===== src/rtl/traffic_pkg.sv =====
// Shared types for the multi-road traffic light controller.
package traffic_pkg;

   typedef enum logic [1:0] {
      PH_GREEN   = 2'b00,
      PH_YELLOW  = 2'b01,
      PH_ALL_RED = 2'b10,
      PH_FLASH   = 2'b11
   } phase_t;

   // Road index width; a single road still needs one bit.
   function automatic int aw_of(input int n);
      return (n > 2) ? $clog2(n) : 1;
   endfunction

endpackage


===== src/rtl/tl_lamp_decode.sv =====
// Combinational lamp decode from registered phase, active road and blink bit.
module tl_lamp_decode
   import traffic_pkg::*;
#(
   parameter int N_ROADS = 3,
   localparam int AW = aw_of(N_ROADS)
) (
   input  phase_t              phase,
   input  logic [AW-1:0]       road,
   input  logic                blink,
   output logic [N_ROADS-1:0]  red,
   output logic [N_ROADS-1:0]  yellow,
   output logic [N_ROADS-1:0]  green
);

   for (genvar gi = 0; gi < N_ROADS; gi++) begin : g_road
      logic sel;
      assign sel        = (road == AW'(gi));
      assign green[gi]  = (phase == PH_GREEN) && sel;
      assign yellow[gi] = ((phase == PH_YELLOW) && sel) || ((phase == PH_FLASH) && blink);
      assign red[gi]    = (phase == PH_ALL_RED) ||
                          (((phase == PH_GREEN) || (phase == PH_YELLOW)) && !sel);
   end

endmodule


===== src/rtl/traffic_light_multi.sv =====
// Round-robin N-road signal controller with pedestrian cut/walk and flash override.
module traffic_light_multi
   import traffic_pkg::*;
#(
   parameter int N_ROADS      = 3,
   parameter int GREEN_TIME   = 90,
   parameter int YELLOW_TIME  = 5,
   parameter int ALL_RED_TIME = 2,
   parameter int PED_CUT      = 10,
   parameter int WALK_TIME    = 8,
   parameter int CW           = 8,
   localparam int AW = aw_of(N_ROADS)
) (
   input  logic                clk,
   input  logic                rst_n,
   input  logic [N_ROADS-1:0]  ped_req,
   input  logic                flash_mode,
   output logic [N_ROADS-1:0]  red,
   output logic [N_ROADS-1:0]  yellow,
   output logic [N_ROADS-1:0]  green,
   output logic [N_ROADS-1:0]  walk,
   output logic [N_ROADS-1:0]  ped_pending,
   output logic [1:0]          phase,
   output logic [AW-1:0]       active_road,
   output logic [CW-1:0]       countdown
);

   localparam logic [CW-1:0] GREEN_LD   = CW'(GREEN_TIME);
   localparam logic [CW-1:0] YELLOW_LD  = CW'(YELLOW_TIME);
   localparam logic [CW-1:0] ALL_RED_LD = CW'(ALL_RED_TIME);
   localparam logic [CW-1:0] CUT_LD     = CW'(PED_CUT);
   localparam logic [CW-1:0] WALK_LD    = CW'(WALK_TIME);
   localparam logic [CW-1:0] ONE        = CW'(1);
   localparam logic [AW-1:0] LAST_ROAD  = AW'(N_ROADS - 1);

   phase_t               phase_q, phase_d;
   logic [AW-1:0]        road_q, road_d;
   logic [CW-1:0]        cnt_q, cnt_d;
   logic [N_ROADS-1:0]   pend_q, pend_d;
   logic [CW-1:0]        walk_cnt_q, walk_cnt_d;
   logic [AW-1:0]        walk_idx_q, walk_idx_d;
   logic                 blink_q, blink_d;
   logic [N_ROADS-1:0]   clr;
   logic                 cut_req;

   always_comb begin
      phase_d    = phase_q;
      road_d     = road_q;
      cnt_d      = cnt_q - ONE;
      blink_d    = blink_q;
      walk_idx_d = walk_idx_q;
      walk_cnt_d = (walk_cnt_q != '0) ? walk_cnt_q - ONE : '0;
      clr        = '0;
      cut_req    = pend_q[road_q] | ped_req[road_q];

      unique case (phase_q)
         PH_GREEN: begin
            if (cnt_q == ONE) begin
               phase_d = PH_YELLOW;
               cnt_d   = YELLOW_LD;
            end else if (cut_req && (cnt_q > CUT_LD)) begin
               cnt_d = CUT_LD;
            end
         end
         PH_YELLOW: begin
            if (cnt_q == ONE) begin
               phase_d = PH_ALL_RED;
               cnt_d   = ALL_RED_LD;
               // Walk starts together with the clearance interval.
               if (pend_q[road_q]) begin
                  clr[road_q] = 1'b1;
                  walk_cnt_d  = WALK_LD;
                  walk_idx_d  = road_q;
               end
            end
         end
         PH_ALL_RED: begin
            if (cnt_q == ONE) begin
               phase_d = PH_GREEN;
               cnt_d   = GREEN_LD;
               road_d  = (road_q == LAST_ROAD) ? '0 : road_q + AW'(1);
            end
         end
         PH_FLASH: begin
            cnt_d   = '0;
            blink_d = ~blink_q;
            if (!flash_mode) begin
               phase_d = PH_ALL_RED;
               cnt_d   = ALL_RED_LD;
            end
         end
         default: ;
      endcase

      pend_d = (pend_q & ~clr) | ped_req;
      if (phase_q == PH_FLASH) begin
         pend_d = '0;
      end

      // Override wins over every timer transition and cut.
      if (flash_mode) begin
         phase_d    = PH_FLASH;
         cnt_d      = '0;
         road_d     = LAST_ROAD;
         walk_cnt_d = '0;
         pend_d     = '0;
         blink_d    = (phase_q == PH_FLASH) ? ~blink_q : 1'b1;
      end
   end

   always_ff @(posedge clk or negedge rst_n) begin
      if (!rst_n) begin
         phase_q    <= PH_GREEN;
         road_q     <= '0;
         cnt_q      <= GREEN_LD;
         pend_q     <= '0;
         walk_cnt_q <= '0;
         walk_idx_q <= '0;
         blink_q    <= 1'b0;
      end else begin
         phase_q    <= phase_d;
         road_q     <= road_d;
         cnt_q      <= cnt_d;
         pend_q     <= pend_d;
         walk_cnt_q <= walk_cnt_d;
         walk_idx_q <= walk_idx_d;
         blink_q    <= blink_d;
      end
   end

   for (genvar gi = 0; gi < N_ROADS; gi++) begin : g_walk
      assign walk[gi] = (walk_cnt_q != '0) && (walk_idx_q == AW'(gi));
   end

   assign phase       = phase_q;
   assign active_road = road_q;
   assign countdown   = cnt_q;
   assign ped_pending = pend_q;

   tl_lamp_decode #(
      .N_ROADS (N_ROADS)
   ) u_lamp (
      .phase  (phase_q),
      .road   (road_q),
      .blink  (blink_q),
      .red    (red),
      .yellow (yellow),
      .green  (green)
   );

endmodule


===== config.mk =====
export PLATFORM = sky130hd
export DESIGN_NAME = traffic_light_multi
export DESIGN_NICKNAME = d
export VERILOG_FILES = /design/src/rtl/traffic_pkg.sv /design/src/rtl/tl_lamp_decode.sv /design/src/rtl/traffic_light_multi.sv
export SDC_FILE = /design/constraint.sdc
export NUM_CORES = 1
export LEC_CHECK = 0
export BUFFER_PORTS_ARGS = -buffer_cell sky130_fd_sc_hd__buf_2
export CAP_MARGIN = 20
export CORE_UTILIZATION = 38
export DETAILED_ROUTE_END_ITERATION = 8
export GPL_TIMING_DRIVEN = 0
export HOLD_SLACK_MARGIN = 0.15
export PLACE_DENSITY = 0.66
export SYNTH_ARGS = -nofsm -noshare
export SYNTH_HDL_FRONTEND = slang
export SYNTH_SLANG_ARGS = --single-unit

===== constraint.sdc =====
create_clock -name clk -period 1.8 [get_ports clk]
set_input_delay 0.27 -clock clk [delete_from_list [all_inputs] [get_ports clk]]
set_output_delay 0.27 -clock clk [all_outputs]
set_load 0.02 [all_outputs]

==> run metrics <==
Relative slew margins 55.8%; # rows 23; most common cell after layout, fill and taps aside buf_2; die footprint 0.00445 mm^2; setup TNS -1.70 ns; Antenna Violating Nets Remaining 0; Top FF cell, synth dfrtp_1; largest net degree at the start of global routing 27; Cell Pwr Density 1250 mW/mm^2; Final Critical Period 1.96 ns; area of the core 0.00400 mm^2; Die Wd 66.7 um; All-Layer GR Usage 18.6%; Tot Pwr 2.87 mW; Max Fclk 0.511 GHz; fin nets 247; worst setup margin -0.157 ns; CP delay by family, top simple AND/OR/NAND/NOR gates; fraction of layout cells with a size suffix above 1 47.7%; multi-input combinational cell area 0.00102 mm^2; vias after detailed routing 1541; CTS H-tree lvls 1; Post-synth ARST share 100%; worst-path fanout max 4; max-slew violations 0; clk_lat worst skew 0.27 ns; Layout area overhead 43.9%; Tcrit/Tclk final 109%; Crit. End Element flip-flop; xor/xnor share of the synthesized area 4.95%; Worst Path Arrival 2.10 ns; Buf/Inv on CP 1; Yosys cell types 49; most frequent cells in the layout buf_2, buf_4, nor2_1, dfrtp_1, a21oi_1; measured slew at the worst slew-check pin 0.656 ns; final core utilization 57.3%; crit path launch type flip-flop; DR iter-0 viols 104; Ys Warns 0; global route total overflow 0; syn_area_per_cell 9.36 um^2; Final Cell Area 0.00229 mm^2; EDFF count, synth 0; height of the die 66.7 um; status complete, but fails checks; Starting Density 39.8%; Seq cells post-synth 26; Critical Path RT 1.94 ns; post-synthesis mux area share 2.91%; violated checks setup timing; Sequential Area 659 um^2; CP cell instances inv_2, ha_4, or4b_4, nor3_1, a21oi_1, o211ai_1, o41ai_2; clk sinks 26; P_leak 1.04 nW; total iterations of the first detailed-routing run 4; number of fill cells in the layout 328; CTS root buf clkbuf_8; main combinational cell family by area after synthesis simple AND/OR/NAND/NOR gates; Worst path max stage delay 0.51 ns; sequential area share after synthesis 41.2%; clk buf depth 2; WL/cell 15.2 um; CTS buffer count 3; WHS 0.239 ns; TritonCTS clock tree yes; max cap viols 0; Ports 33; CP max-delay cell or4b_4; count of input and output buffers 32; CTS clock-pin slew for the worst setup and hold paths 0.09 ns; Placer Congestion 0.851; mean number of vias per cell 5.41; Final Skew 0.00490 ns; synthesized instance count 170; DRC violations left 0; hold crit path type primary input to flip-flop; first-pass GRT wire length 6.31 mm; Synth Area in Simple Gates 24.8%; Max VDD drop 399 uV; vias in the first global route 1283; initial antenna violation count 0; Hold Fails Final Rpt 0; post-synthesis compound-gate area fraction 17.7%; Synth Net Count 181; Setup Viol. Count Final 24; placed cell area 0.00182 mm^2; final antenna diode count 0; Synth Area in Adders 3.93%; final wirelength 4.32 mm; Mapped Area 0.00159 mm^2; Setup CP Type flip-flop to flip-flop; dpl hpwl 2.62 mm; RSZ-0062 raised after global routing true
path summary, 6_finish.rpt:
kind,start,endpoint,cells after the start,slack [ns]
worst min register to register,blink_q,blink_q,1,0.51
max in group asynchronous,rst_n,countdown[0],2,0.86
worst min-delay path,ped_req[2],ped_pending[2],3,0.24
min in group asynchronous,rst_n,countdown[5],2,0.52
worst max-delay path,countdown[1],countdown[2],7,-0.16
worst max register to register,countdown[1],countdown[2],7,-0.16
what timing repair did:
item                       4_1_cts  5_1_grt
pin swaps                       11        9
setup endpoints to repair       37       32
buffers inserted                15       14
resized for setup               17       30
hold buffers                     1        0
hold endpoints to repair        22        0
worst register-to-register path, delay by kind of cell, from the launching register on:
kind                     cells  cell delay, ns
buffers and inverters        1            0.07
AO/OA/AOI/OAI                3            0.35
flip-flops                   1            0.40
AND/OR/NAND/NOR              2            0.87
adder cells (fa/ha/maj)      1            0.13
metal layers:
metal / GRT usage [%] / vias to the layer above / wire [um]
li1: - / 742 / -
met1: 27.1 / 746 / 1920
met2: 30.2 / 43 / 2130
met3: 1.54 / 10 / 183
met4: 3.19 / 0 / 84
met5: 0 / - / 0
flip-flops by register name, indices dropped and copies added (netlist names):
signal and flops:
walk_idx_q 2, active_road 2, countdown 8, ped_pending 3, walk_cnt_q 8, phase 2, blink_q 1
logic make-up after synthesis:
group,Yosys count
flops,26
mux,4
xor+xnor,9
fa+ha+maj,5
buf+inv,16
compound gates,38
simple gates,72
synth_stat cells (all sizes together) (2+ instances only):
| library cell | instances | share of area (%) |
|---|---|---|
| nor3 | 14 | 4.7 |
| o211ai | 3 | 1.4 |
| o2bb2ai | 2 | 1.5 |
| nor2 | 24 | 6.3 |
| a2111oi | 2 | 1.9 |
| dfrtp | 22 | 35 |
| nand2b | 3 | 1.2 |
| o21ai | 5 | 1.6 |
| a21oi | 12 | 3.8 |
| o22ai | 2 | 0.79 |
| nor4 | 2 | 0.79 |
| nand2 | 11 | 2.6 |
| or2 | 2 | 0.79 |
| inv | 9 | 2.1 |
| o31ai | 2 | 0.94 |
| ha | 5 | 3.9 |
| mux2i | 2 | 1.3 |
| or3 | 4 | 1.9 |
| nor2b | 3 | 1.2 |
| xnor2 | 6 | 3.3 |
| nor3b | 3 | 1.4 |
| nand4 | 3 | 2.1 |
| xor2 | 3 | 1.7 |
| buf | 3 | 1.5 |
| mux2 | 2 | 1.7 |
| dfstp | 4 | 6.6 |
| clkbuf | 3 | 0.71 |
| o41ai | 2 | 1.1 |
layout make-up:
cell class	count	share of cell area, %
buffer	5	1.53
clock buffer	3	1.80
clock inverter	1	1.31
inverter	10	1.69
multi-input combinational	128	44.5
sequential	26	28.8
tap	50	2.73
timing repair buffer	62	17.6
stage by stage:
stage	setup slack, ns	std cells
floorplan	-0.0722	170
global placement	-0.337	252
detailed placement	-0.363	252
CTS	-0.131	271
global route	-0.225	285
finish	-0.157	285
power by group:
part	switching, mW	internal, mW
Clock	0.189	0.297
Combinational	0.812	0.704
Sequential	0.152	0.717
Total	1.15	1.72
Note: power is estimated with default switching activity, not from simulation.
